### src/rtl/alu_result_stage.sv
// ALU result buffer: small FIFO of writeback beats between the ALU and the
// register file, plus the architectural flag register and branch-condition logic.
module alu_result_stage #(
   parameter int DEPTH = 2
) (
   input  logic        clk,
   input  logic        rst,
   input  logic        in_valid,
   output logic        in_ready,
   input  logic [15:0] alu_out,
   input  logic [3:0]  alu_szcv,
   input  logic [3:0]  alu_ctl,
   input  logic [2:0]  rd,
   input  logic        flag_en,
   output logic        out_valid,
   input  logic        out_ready,
   output logic [15:0] out_data,
   output logic [2:0]  out_rd,
   output logic        out_wen,
   output logic [3:0]  flags,
   input  logic [2:0]  cond_sel,
   output logic        cond_true
);

   localparam int AW = $clog2(DEPTH);

   typedef logic [AW-1:0] ptr_t;
   typedef logic [AW:0]   count_t;

   localparam ptr_t   PTR_LAST   = ptr_t'(DEPTH - 1);
   localparam count_t COUNT_FULL = count_t'(DEPTH);

   // Entry layout: {data[15:0], rd[2:0], wen}
   logic [19:0] entry_mem [DEPTH];

   ptr_t       wr_ptr_q, wr_ptr_d;
   ptr_t       rd_ptr_q, rd_ptr_d;
   count_t     count_q,  count_d;
   logic [3:0] flags_q,  flags_d;

   logic       push;
   logic       pop;
   logic       beat_wen;
   logic       beat_sets_flags;
   logic [19:0] head_entry;

   // Handshake status depends only on registered occupancy, never on out_ready.
   assign in_ready  = (count_q < COUNT_FULL);
   assign out_valid = (count_q != '0);
   assign push      = in_valid & in_ready;
   assign pop       = out_valid & out_ready;

   // Defined register-writing opcodes are 0-4 and 6; CMP (5) only sets flags.
   always_comb begin
      beat_wen        = 1'b0;
      beat_sets_flags = 1'b0;
      if (alu_ctl <= 4'd4 || alu_ctl == 4'd6) begin
         beat_wen = 1'b1;
      end
      if (alu_ctl <= 4'd6) begin
         beat_sets_flags = flag_en;
      end
   end

   always_comb begin
      wr_ptr_d = wr_ptr_q;
      rd_ptr_d = rd_ptr_q;
      count_d  = count_q;
      flags_d  = flags_q;

      if (push) begin
         wr_ptr_d = (wr_ptr_q == PTR_LAST) ? '0 : wr_ptr_q + ptr_t'(1);
      end
      if (pop) begin
         rd_ptr_d = (rd_ptr_q == PTR_LAST) ? '0 : rd_ptr_q + ptr_t'(1);
      end

      case ({push, pop})
         2'b10:   count_d = count_q + count_t'(1);
         2'b01:   count_d = count_q - count_t'(1);
         default: count_d = count_q;
      endcase

      // Flags commit when the beat is accepted, regardless of when it drains.
      if (push && beat_sets_flags) begin
         flags_d = alu_szcv;
      end
   end

   always_ff @(posedge clk) begin
      if (rst) begin
         wr_ptr_q <= '0;
         rd_ptr_q <= '0;
         count_q  <= '0;
         flags_q  <= '0;
      end else begin
         wr_ptr_q <= wr_ptr_d;
         rd_ptr_q <= rd_ptr_d;
         count_q  <= count_d;
         flags_q  <= flags_d;
      end
   end

   // Entry storage carries no reset; a reset cycle blocks the write instead.
   always_ff @(posedge clk) begin
      if (push && !rst) begin
         entry_mem[wr_ptr_q] <= {alu_out, rd, beat_wen};
      end
   end

   assign head_entry = entry_mem[rd_ptr_q];
   assign out_data   = head_entry[19:4];
   assign out_rd     = head_entry[3:1];
   assign out_wen    = head_entry[0];
   assign flags      = flags_q;

   logic flag_s, flag_z, flag_c, flag_v;
   assign {flag_s, flag_z, flag_c, flag_v} = flags_q;

   always_comb begin
      cond_true = 1'b0;
      case (cond_sel)
         3'd0: cond_true = 1'b1;
         3'd1: cond_true = flag_z;
         3'd2: cond_true = ~flag_z;
         3'd3: cond_true = flag_s ^ flag_v;
         3'd4: cond_true = ~(flag_s ^ flag_v) & ~flag_z;
         3'd5: cond_true = flag_c;
         3'd6: cond_true = ~flag_c;
         default: cond_true = 1'b0;
      endcase
   end

endmodule

### config.mk
export PLATFORM = sky130hd
export DESIGN_NAME = alu_result_stage
export DESIGN_NICKNAME = d
export VERILOG_FILES = /design/src/rtl/alu_result_stage.sv
export SDC_FILE = /design/constraint.sdc
export NUM_CORES = 1
export LEC_CHECK = 0
export ABC_AREA = 1
export BUFFER_PORTS_ARGS = -buffer_cell sky130_fd_sc_hd__clkbuf_2
export CORE_ASPECT_RATIO = 0.7
export CORE_UTILIZATION = 45
export CTS_CLUSTER_SIZE = 28
export DETAILED_ROUTE_END_ITERATION = 12
export PLACE_DENSITY = 0.74
export SKIP_CTS_REPAIR_TIMING = 1
export SYNTH_ARGS = -nofsm -noshare
export SYNTH_HDL_FRONTEND = slang
export SYNTH_SLANG_ARGS = --single-unit
### constraint.sdc
create_clock -name clk -period 2.42 [get_ports clk]
set_input_delay 0.363 -clock clk [delete_from_list [all_inputs] [get_ports clk]]
set_output_delay 0.363 -clock clk [all_outputs]
set_load 0.03 [all_outputs]
Yosys cells after proc, flatten, opt, wreduce, memory -nomap -nowiden

Memories as Yosys holds them, arrays and structs flattened. A register that Yosys moved wholly into a read port is not among the register bits.
Cells that the tools add are included.

Memory bits (read-only): 0
Flip-flop bits (word level): 8
Bits in latches: 0
Memory bits (writable): 40
Bits of input ports: 35
Memories kept: 1
Logic and storage cells: 45

Memories:

| name      | depth | bits a word | read ports | clocked after memory_dff | wr ports | line | source |
|---|---|---|---|---|---|---|---|
| entry_mem | 2     | 20          | 1          | 1                        | 1        | 34   | `logic [19:0] entry_mem [DEPTH];` |

Mux-type cells: 10
Equal/unequal tests: 9
Bitwise operators: 7
$lt $le $gt $ge: 3
Reductions and logical operators: 7
Multiply operators: 0
Shift operators: 0
Divide/modulo/power cells: 0
$add $sub $neg: 4

Operators with widths:

| kind                                                           | count |
|---|---|
| equality test 3 bit, second input constant                     | 3 |
| less-or-equal comparator 4 x 3 -> 1 bit, second input constant | 2 |
| 2-to-1 mux 1 bit                                               | 8 |
| case mux 1 bit (7 select lines)                                | 1 |
| equality test 3 x 2 -> 1 bit, second input constant            | 2 |
| equality test 4 x 3 -> 1 bit, second input constant            | 1 |
| case mux 2 bit (2 select lines)                                | 1 |
| nonzero test 2 bit                                             | 2 |
| AND 1 bit                                                      | 3 |
| equality test 3 x 1 -> 1 bit, second input constant            | 1 |
| zero test 3 bit                                                | 1 |
| inverter 1 bit                                                 | 3 |
| adder 1 bit, second input constant                             | 2 |
| adder 2 x 1 -> 2 bit, second input constant                    | 1 |
| equality test 2 x 1 -> 1 bit, second input constant            | 1 |
| equality test 2 bit, second input constant                     | 1 |
| logical AND 1 bit                                              | 2 |
| < comparator 2 bit, second input constant                      | 1 |
| subtractor 2 x 1 -> 2 bit, second input constant               | 1 |
| zero test 1 bit                                                | 1 |
| logical OR 1 bit                                               | 1 |
| XOR 1 bit                                                      | 1 |

Depth between registers and ports, before layout

Word-level depth: 5
Mapped depth: 8
Depth with buffers taken out: 8

Worst setup path before layout

Ideal clock, no wire load.

Kind: reg-to-reg
Start: register count_q[1]
End: memory entry_mem[1][0] (enable)
Setup slack: -11 ps
Library setup time: 422 ps
Data arrival time: 2009 ps
Data required time: 1998 ps
Stages on the path, launching flop included: 4
Path through: dfxtp_1 inv_2 nand2_4 nor3_1

Longest elaborated chain between the ends: 5

Ends and longest elaborated chain:

| element                                | line | source |
|---|---|---|
| start, declared                        | 38   | `count_t count_q, count_d;` |
| start signal, assigned                 | 99   | `count_q <= count_d;` |
| < comparator 2 bit                     | 48   | `assign in_ready = (count_q < COUNT_FULL);` |
| net in_ready                           | 9    | `output logic in_ready,` |
| AND 1 bit                              | 50   | `assign push = in_valid & in_ready;` |
| logical AND 1 bit                      | 106  | `if (push && !rst) begin` |
| 2-to-1 mux 1 bit                       | 106  |  |
| 2-to-1 mux 1 bit (implied by the code) | 107  | `entry_mem[wr_ptr_q] <= {alu_out, rd, beat_wen};` |
| end, declared                          | 34   |  |

The timed path passes the listed nets, and every way through them passes these cells.

==> impl_metrics.ini <==
[floorplanning]
initial_utilization_pct = 49.13
core-area_um2 = 4113
die_area_um2 = 4767
die_w_um = 82.09
die_h_um = 58.07
ios = 62
rows = 19

[worst_hold_path]
min_path_type = in2reg
min_from = alu_out[6]

[routing]
drt_first_pass_iters = 4
drt-initial-drc-count = 48
wl_per_cell_um = 11.97
wirelength_mm = 3.316
vias = 1314
drtAntennaViolNets = 0
drc = 0
viasPerCell = 4.744

[global_routing]
first_global_vias = 1229
grt_start_max_net_pins = 21
grt_use_total_pct = 15.47
top_usage_layer = met2
antenna_found_initial = 0
use_met2_pct = 24.09
grt.overflow.total = 0
grt_first_pass_wirelength_mm = 5.437
use_met1_pct = 20.70
use_met3_pct = 5.039

[sta]
period_minus_slack_ps = 1859
fmax_ghz = 0.5380
worst_slew_pin_slew_ps = 286.4
slew_headroom_pct = 80.91
setup_viol = 0
clock_skew_ps = 5.080
hold_viol = 0
fin_ws_ps = 561.1
fin_crit_sh_pct = 76.81
rsz0062_at_grt = false
final.setup.tns_ps = 0
report.final.slew_viol_count = 0

[cells_and_area]
fin_cells = 277
fill_cells = 345
nets = 260
layout-drive-gt1-share_pct = 46.22
syn_to_final_growth_pct = 23.84
finalInstanceArea_um2 = 2502
fin_util_pct = 60.85
antennaDiodeCount = 0

[setup_path]
reg2reg_from = count_q[1]$_SDFFE_PP0P_
cp.required_ps = 2060
critical_path_class = reg2out
critPathArrivalTime_ps = 1500
crit_path_start_kind = register
endpoint_kind = output port
worstPathMaxFanout = 18

[placement]
globalplace.congestion = 0.7041
io_buffers = 61
dpl_cell_area_um2 = 2406
dp_hpwl_mm = 2.477
post-place-ws_ps = 863.6
dp.cells = 269

[yosys]
yosysWarningCount = 0
ys_types = 21
synth.avg_cell_area_um2 = 13.04
synth_fp_nets = 191
ys_ff_latch = 49
syn_area_um2 = 2021
syn-instance-count = 155
synth_seq_area_share_pct = 68.36

[flow_run]
drv_cap = 0

[power]
seq_power_share_pct = 49.0
combinationalPowerShare_pct = 28.1
clkPwrFrac_pct = 23.0
p_int_mw = 1.430
p_leak_nw = 1.067
p_sw_mw = 0.6685
swShare_pct = 31.86
worst_ir_drop_vdd_mv = 0.3535
power_density_nw_per_um2 = 838.6

[status]
status = finished clean

[cts]
cts_made_buffers = 5
cts.sinks = 49
cts-root-buf = clkbuf_8
htree_levels = 2
clock_path_buffers = 2
clk_latency_ps = 290
clkTransAtPathRegs_ps = 90
cts_tree = built
power by group through the flow:
stage / Combinational, mW / Clock (mW) / Sequential, mW
final: 0.589 / 0.482 / 1.03
after CTS: 0.596 / 0.499 / 1.03
after detailed placement: 0.594 / 0 / 1.05
after global placement: 0.589 / 0 / 1.04
after floorplan: 0.434 / 0 / 1.05
after global routing: 0.642 / 0.538 / 1.04
cell type report:
cell class / instances / area [um^2] / area share [%]
inverters: 22 / 82.58 / 3.300
repair buffers: 64 / 327.8 / 13.10
well taps: 52 / 65.06 / 2.600
clock buffers: 6 / 82.58 / 3.300
multi-input cells: 82 / 549.3 / 21.95
clock inverters: 2 / 13.76 / 0.5500
flip-flops and latches: 49 / 1381 / 55.20
cell usage after synthesis:
master    instances  area (um^2)
nand4_1           1        6.260
o21a_1            1        7.510
nor2_1            8        30.03
a31oi_1           1        6.260
inv_1            21        78.83
inv_2             1        3.750
a21oi_1           3        15.01
o21ai_0           1        5.000
mux2_2           20        225.2
ha_1              1        12.51
nand2_1          26        97.59
nand2_4           1        11.26
nor2_4            1        11.26
buf_4             2        15.01
dfxtp_1           9        180.2
nand3_1          10        50.05
nor3_1            1        5.000
nand3_2           1        10.01
edfxtp_1         40         1201
nor2_2            5        31.28
nand3_4           1        17.52
stage by stage:
| stage | hold slack (ps) | total power [mW] |
|---|---|---|
| 3_5_place_dp | 462.2 | 1.640 |
| 4_1_cts | 249.0 | 2.122 |
| 6_report | 258.5 | 2.099 |
| 3_3_place_gp | 454.3 | 1.634 |
| 5_1_grt | 242.4 | 2.216 |
| 2_1_floorplan | 432.1 | 1.481 |
flip-flops by register name (all words and copies together), names as in the netlist, named ones only:
name       cells
rd_ptr_q       1
flags          4
count_q        2
entry_mem     40
wr_ptr_q       1
final timing paths:
kind                                end  slack [ps]  depth (start not counted)
max                           out_rd[0]         560                          3
min          entry_mem[0][10]$_DFFE_PP_         260                          1
max reg2reg  entry_mem[0][18]$_DFFE_PP_        1080                          4
min reg2reg       wr_ptr_q$_SDFFE_PP0P_         470                          2
cells by family after synthesis:
logic type	synth area share (%)
flops	68.36
mux	11.15
simple gates	13.37
buf+inv	4.830
fa+ha+maj	0.6191
compound gates	1.672
per-layer routing:
layer	vias to the layer above	routed length (um)
met2	39	1478
met3	2	221
met4	0	16
li1	665	-
met5	-	0
met1	608	1599
placed cells by master (no fill, tap or decap), types with 3 or more instances in the layout:
cell and n:
clkbuf_2 61, edfxtp_1 40, nand2_1 26, inv_1 21, mux2_2 20, nand3_1 10
dfxtp_1 9, nor2_1 7, nor2_2 6, clkbuf_8 6, a21oi_1 3, buf_4 3
critical path: stages, from the launching register on:
cell      delay, ps
dfxtp_1         370
buf_4           280
mux2_2          370
clkbuf_2        190
Note: power is estimated with default switching activity, not from simulation.
